$ cat src/rtl/ctr_bank_if.sv
`default_nettype none
// ============================================================================
// Module   : ctr_bank_if
// Purpose  : Command/read bundle for the ctr_bank counter bank.
//            OvfVec is present only when CTR_BANK_STICKY_OVF_EN is defined.
// Revision : 1.0 - initial release
// ============================================================================
interface ctr_bank_if #(
  parameter int WIDTH    = 8,
  parameter int CHANNELS = 4
);
  localparam int SELW = (CHANNELS > 1) ? $clog2(CHANNELS) : 1;

  logic                WriteEn;
  logic [SELW-1:0]     WrSel;
  logic [WIDTH-1:0]    ValIn;
  logic                StepEn;
  logic [SELW-1:0]     StepSel;
  logic                StepDir;
  logic [SELW-1:0]     RdSel;
  logic [WIDTH-1:0]    ValOut;
  logic [CHANNELS-1:0] ZeroVec;
  logic                TcPulse;
`ifdef CTR_BANK_STICKY_OVF_EN
  logic [CHANNELS-1:0] OvfVec;
`endif

  modport master (
    output WriteEn, WrSel, ValIn, StepEn, StepSel, StepDir, RdSel,
`ifdef CTR_BANK_STICKY_OVF_EN
    input  OvfVec,
`endif
    input  ValOut, ZeroVec, TcPulse
  );

  modport slave (
    input  WriteEn, WrSel, ValIn, StepEn, StepSel, StepDir, RdSel,
`ifdef CTR_BANK_STICKY_OVF_EN
    output OvfVec,
`endif
    output ValOut, ZeroVec, TcPulse
  );
endinterface
`default_nettype wire

$ cat src/rtl/ctr_bank.sv
`default_nettype none
// ============================================================================
// Module   : ctr_bank
// Purpose  : Bank of loadable up/down counters with wrap/saturate, zero flags
//            and terminal-count pulse. Optional CTR_BANK_STICKY_OVF_EN.
// Revision : 1.0 - initial release
// ============================================================================
module ctr_bank #(
  parameter int WIDTH    = 8,
  parameter int CHANNELS = 4,
  parameter int SAT      = 0
) (
  input  wire logic  Clk,
  input  wire logic  Reset,
  ctr_bank_if.slave  bus
);
  localparam int SELW = (CHANNELS > 1) ? $clog2(CHANNELS) : 1;
  localparam logic [WIDTH-1:0] C_MAX = {WIDTH{1'b1}};

  logic [WIDTH-1:0]    w_cnt [CHANNELS];
  logic [CHANNELS-1:0] w_evt;
  logic [WIDTH-1:0]    w_rd;
  logic                tc_q;
  logic                tc_d;

  generate
    for (genvar i = 0; i < CHANNELS; i++) begin : g_ch
      logic [WIDTH-1:0] cnt_q;
      logic [WIDTH-1:0] cnt_d;
      logic             w_wr;
      logic             w_st;
      logic             w_bnd;

      // A load to the same channel overrides the step (and its boundary event).
      assign w_wr  = bus.WriteEn && (bus.WrSel == SELW'(i));
      assign w_st  = bus.StepEn && (bus.StepSel == SELW'(i)) && !w_wr;
      assign w_bnd = bus.StepDir ? (cnt_q == C_MAX) : (cnt_q == '0);
      assign w_evt[i] = w_st && w_bnd;

      always_comb begin
        cnt_d = cnt_q;
        if (w_wr) begin
          cnt_d = bus.ValIn;
        end else if (w_st) begin
          if (w_bnd && (SAT != 0)) begin
            cnt_d = cnt_q;
          end else if (bus.StepDir) begin
            cnt_d = cnt_q + WIDTH'(1);
          end else begin
            cnt_d = cnt_q - WIDTH'(1);
          end
        end
      end

      always_ff @(posedge Clk) begin
        if (Reset) begin
          cnt_q <= '0;
        end else begin
          cnt_q <= cnt_d;
        end
      end

      assign w_cnt[i]       = cnt_q;
      assign bus.ZeroVec[i] = (cnt_q == '0);

`ifdef CTR_BANK_STICKY_OVF_EN
      logic ovf_q;
      logic ovf_d;

      always_comb begin
        ovf_d = ovf_q;
        if (w_wr) begin
          ovf_d = 1'b0;
        end else if (w_evt[i]) begin
          ovf_d = 1'b1;
        end
      end

      always_ff @(posedge Clk) begin
        if (Reset) begin
          ovf_q <= 1'b0;
        end else begin
          ovf_q <= ovf_d;
        end
      end

      assign bus.OvfVec[i] = ovf_q;
`endif
    end
  endgenerate

  // Unmatched (out-of-range) read selects fall through to zero.
  always_comb begin
    w_rd = '0;
    for (int k = 0; k < CHANNELS; k++) begin
      if (bus.RdSel == SELW'(k)) begin
        w_rd = w_cnt[k];
      end
    end
  end

  assign bus.ValOut = w_rd;

  assign tc_d = |w_evt;

  always_ff @(posedge Clk) begin
    if (Reset) begin
      tc_q <= 1'b0;
    end else begin
      tc_q <= tc_d;
    end
  end

  assign bus.TcPulse = tc_q;
endmodule
`default_nettype wire

$ cat src/flat_wrapper.sv
// flat-port wrapper written by rule: the top's interface ports become plain ports
module ctr_bank_flat 
#(
  parameter int WIDTH    = 8,
  parameter int CHANNELS = 4,
  parameter int SAT      = 0
)
  (Clk, Reset, bus_WriteEn, bus_WrSel, bus_ValIn, bus_StepEn, bus_StepSel, bus_StepDir, bus_RdSel, bus_ValOut, bus_ZeroVec, bus_TcPulse);
  ctr_bank_if #(.WIDTH(WIDTH), .CHANNELS(CHANNELS)) bus_i ();
  input  wire logic Clk;
  input  wire logic Reset;
  input wire logic [$bits(bus_i.WriteEn)-1:0] bus_WriteEn;
  input wire logic [$bits(bus_i.WrSel)-1:0] bus_WrSel;
  input wire logic [$bits(bus_i.ValIn)-1:0] bus_ValIn;
  input wire logic [$bits(bus_i.StepEn)-1:0] bus_StepEn;
  input wire logic [$bits(bus_i.StepSel)-1:0] bus_StepSel;
  input wire logic [$bits(bus_i.StepDir)-1:0] bus_StepDir;
  input wire logic [$bits(bus_i.RdSel)-1:0] bus_RdSel;
  output wire logic [$bits(bus_i.ValOut)-1:0] bus_ValOut;
  output wire logic [$bits(bus_i.ZeroVec)-1:0] bus_ZeroVec;
  output wire logic [$bits(bus_i.TcPulse)-1:0] bus_TcPulse;
  assign bus_i.WriteEn = bus_WriteEn;
  assign bus_i.WrSel = bus_WrSel;
  assign bus_i.ValIn = bus_ValIn;
  assign bus_i.StepEn = bus_StepEn;
  assign bus_i.StepSel = bus_StepSel;
  assign bus_i.StepDir = bus_StepDir;
  assign bus_i.RdSel = bus_RdSel;
  assign bus_ValOut = bus_i.ValOut;
  assign bus_ZeroVec = bus_i.ZeroVec;
  assign bus_TcPulse = bus_i.TcPulse;
  ctr_bank #(.WIDTH(WIDTH), .CHANNELS(CHANNELS), .SAT(SAT)) u_core (.Clk(Clk), .Reset(Reset), .bus(bus_i));
endmodule
$ cat config.mk
export PLATFORM = sky130hd
export DESIGN_NAME = ctr_bank_flat
export DESIGN_NICKNAME = d
export VERILOG_FILES = /design/src/rtl/ctr_bank_if.sv /design/src/rtl/ctr_bank.sv /design/src/flat_wrapper.sv
export SDC_FILE = /design/constraint.sdc
export NUM_CORES = 1
export LEC_CHECK = 0
export CAP_MARGIN = 0
export CORE_MARGIN = 2
export CORE_UTILIZATION = 45
export DETAILED_ROUTE_END_ITERATION = 16
export GPL_TIMING_DRIVEN = 0
export PLACE_DENSITY = 0.67
export SLEW_MARGIN = 40
export SYNTH_ARGS = -nofsm -noshare
export SYNTH_HDL_FRONTEND = slang
export SYNTH_SLANG_ARGS = --single-unit
$ cat constraint.sdc
create_clock -name Clk -period 2.9 [get_ports Clk]
set_input_delay 0.29 -clock Clk [delete_from_list [all_inputs] [get_ports Clk]]
set_output_delay 0.29 -clock Clk [all_outputs]
set_load 0.05 [all_outputs]
==> impl_metrics.json <==
{
  "outcome": "finished clean",
  "worst_ep_required_time_ps": 3150,
  "insertedDiodeCount": 0,
  "grt_usage_pct": 27.2,
  "synth.largest_area_cell": "dfxtp_1",
  "critPathBufInv": 4,
  "ant_nets": 0,
  "cts_max_level": 2,
  "vias": 3525,
  "cts_tree": "yes",
  "crit_chain": "clkdlybuf4s50_1, buf_4, inv_1, clkbuf_16, ha_1, a211oi_2, nor2_1, or4_1, a41oi_1, o21a_1",
  "synth-edff-count": 0,
  "synth_cell_types": 42,
  "synth_fa_ha_area_share_pct": 11.7,
  "die_w_um": 88.9,
  "syn_avg_cell_area_um2": 7.87,
  "ioPinCount": 32,
  "core_area_um2": 6870,
  "routed_wl_um": 10400,
  "skew_ps": 8.91,
  "finalSetupViolCount": 0,
  "cts_num_sinks": 33,
  "tightest_slew_ps": 737,
  "leakagePower_nw": 1.46,
  "postCtsSetupRepairBufs": 0,
  "end_kind": "register",
  "firstDrtPassIters": 5,
  "rows": 30,
  "grt_max_degree": 38,
  "overflow": 0,
  "grt_pass1_wl_um": 16400,
  "crit_cells": 10,
  "yosysWarnings": 0,
  "r2r_cells": 6,
  "antenna_found_initial": 0,
  "synth_seq_cells": 33,
  "cp_slowest_stage_delay_ps": 570,
  "hold_violations": 0,
  "grt_pass1_vias": 3154,
  "vias_per_cell": 6.48,
  "clock.fmax_mhz": 355,
  "wire_per_inst_um": 19.0,
  "hpwl_um": 7520,
  "nNetsFinal": 494,
  "area_growth_pct": 18.3,
  "clkSlewWorstSetupHoldPaths_ps": 80,
  "gp_congestion": 0.870,
  "netlist_area_um2": 3240,
  "portBuffers": 28,
  "period_share_pct": 97.0,
  "synthCells": 412,
  "synth_most_common_cell": "nor2_1",
  "syn_nets": 459,
  "min_path_type": "in -> reg",
  "cellPowerDensity_nw_per_um2": 437,
  "critical_path.top_delay_family": "buffers and inverters",
  "async_flop_share_pct": 0,
  "p_total_mw": 1.68,
  "synth_common_cells": "nor2_1 (60), dfxtp_1 (33), nand2_1 (31), a21oi_1 (26), a211oi_1 (25)",
  "clk_latency_ps": 290,
  "drt_iter0_drc": 258,
  "die-area_um2": 7900,
  "peakVddDrop_v": 0.000300,
  "ys_top_cells_by_area": "dfxtp_1 (20%), ha_1 (9.3%), nor2_1 (6.9%)",
  "holdPathStages": 3,
  "synth_top_family_by_area": "simple AND/OR/NAND/NOR gates",
  "slowest_stage": "clkdlybuf4s50_1",
  "critPathMaxFanout": 37,
  "tns_ps": 0,
  "yosysSeqAreaShare_pct": 20.4,
  "start_kind": "input port",
  "start_util_pct": 47.2,
  "cap_viol_max_count": 0,
  "drive_gt1_share_pct": 8.04,
  "clockBufferDepth": 2,
  "drv_slew": 0,
  "ys.flop_type": "dfxtp_1",
  "drc": 0,
  "synth_compound_area_share_pct": 26.6,
  "die_h_um": 88.9,
  "finalCriticalPeriod_ps": 2810,
  "synth_mux_area_share_pct": 6.79,
  "crit_type": "in -> reg",
  "arrival_ps": 3060,
  "cts_made_buffers": 5,
  "synth-simple-area-share_pct": 28.4,
  "synth-xor-area-share_pct": 2.16,
  "relSlewSlack_pct": 50.8,
  "ctsRootBufferMaster": "clkbuf_8",
  "yosysTopAreaCellShare_pct": 20.4
}
power by group:
group	internal [mW]	switching (mW)	total (mW)	leakage, nW
Sequential	0.488	0.0647	0.553	0.271
Clock	0.280	0.184	0.464	0.0585
Combinational	0.274	0.386	0.660	1.13
Total	1.04	0.634	1.68	1.46
sequential cells by signal, summed over array words and instances, names as in the netlist:
register            count
u_core.bus.TcPulse      1
u_core.g_ch.cnt_q      32
metrics by stage:
step / cell area, um^2 / std cells / utilization [%] / hold WS [ps] / setup slack [ps]
2_1_floorplan: 3240 / 412 / - / 426 / 357
3_3_place_gp: 3640 / 536 / 53.1 / 564 / -809
3_5_place_dp: 3650 / 536 / 53.1 / 566 / -493
4_1_cts: 3790 / 544 / 55.2 / 363 / 3.81
5_1_grt: 3840 / 544 / 55.8 / 371 / -5.83
6_report: 3840 / 544 / 55.8 / 361 / 87.0
tightest hold or removal path, cell delays in order:
cell and delay [ps]:
clkbuf_2 150, nor2_1 70, o311a_1 110
metal layers:
layer	vias to the layer above	routed length [um]	track usage, %	part of all wire (%)
met5	-	0	0	0
met4	0	282	9.23	2.7
met3	25	767	4.16	7.4
met2	149	4700	42.1	45
met1	1673	4610	38.7	44
li1	1678	-	-	-
final timing paths:
path	startpoint	endpoint	slack, ps
min reg2reg	u_core.g_ch[3].cnt_q[1]$_SDFFE_PP0P_	u_core.g_ch[3].cnt_q[1]$_SDFFE_PP0P_	590
max	bus_StepDir	u_core.g_ch[2].cnt_q[5]$_SDFFE_PP0P_	90
min	Reset	u_core.g_ch[2].cnt_q[7]$_SDFFE_PP0P_	360
max reg2reg	u_core.g_ch[2].cnt_q[1]$_SDFFE_PP0P_	u_core.g_ch[2].cnt_q[5]$_SDFFE_PP0P_	870
timing repair:
action	4_1_cts	5_1_grt
hold buffers	0	0
gates resized for setup	3	13
hold endpoints to repair	0	0
setup endpoints to repair	8	7
layout make-up:
cell class,instances,area [um^2]
sequential,33,661
clock buffer,7,86.3
buffer,20,128
inverter,6,22.5
clock inverter,1,30.0
tap,96,120
fill,679,3030
multi-input combinational,353,2510
timing repair buffer,28,280
kinds of logic (layout without fill, tap and decap cells):
| group | after synthesis | in the layout |
|---|---|---|
| AO/OA/AOI/OAI | 125 | 125 |
| multiplexers | 12 | 12 |
| XOR/XNOR | 8 | 8 |
| AND/OR/NAND/NOR | 180 | 180 |
| adder cells (fa/ha/maj) | 28 | 28 |
| flip-flops | 33 | 33 |
| buffers and inverters | 26 | 62 |
cell usage in the layout, fill, tap and decap left out, drive strengths merged, types with 12 or more instances in the layout:
cell type and n:
ha 24, or4 12, nor2 60, nor3 23, a21oi 26, clkdlybuf4s50 28, clkbuf 20, nand4 12
nand2 31, a211oi 25, dfxtp 33, o211ai 12, o21ai 21
No activity file was read; power rests on OpenSTA's default activity.
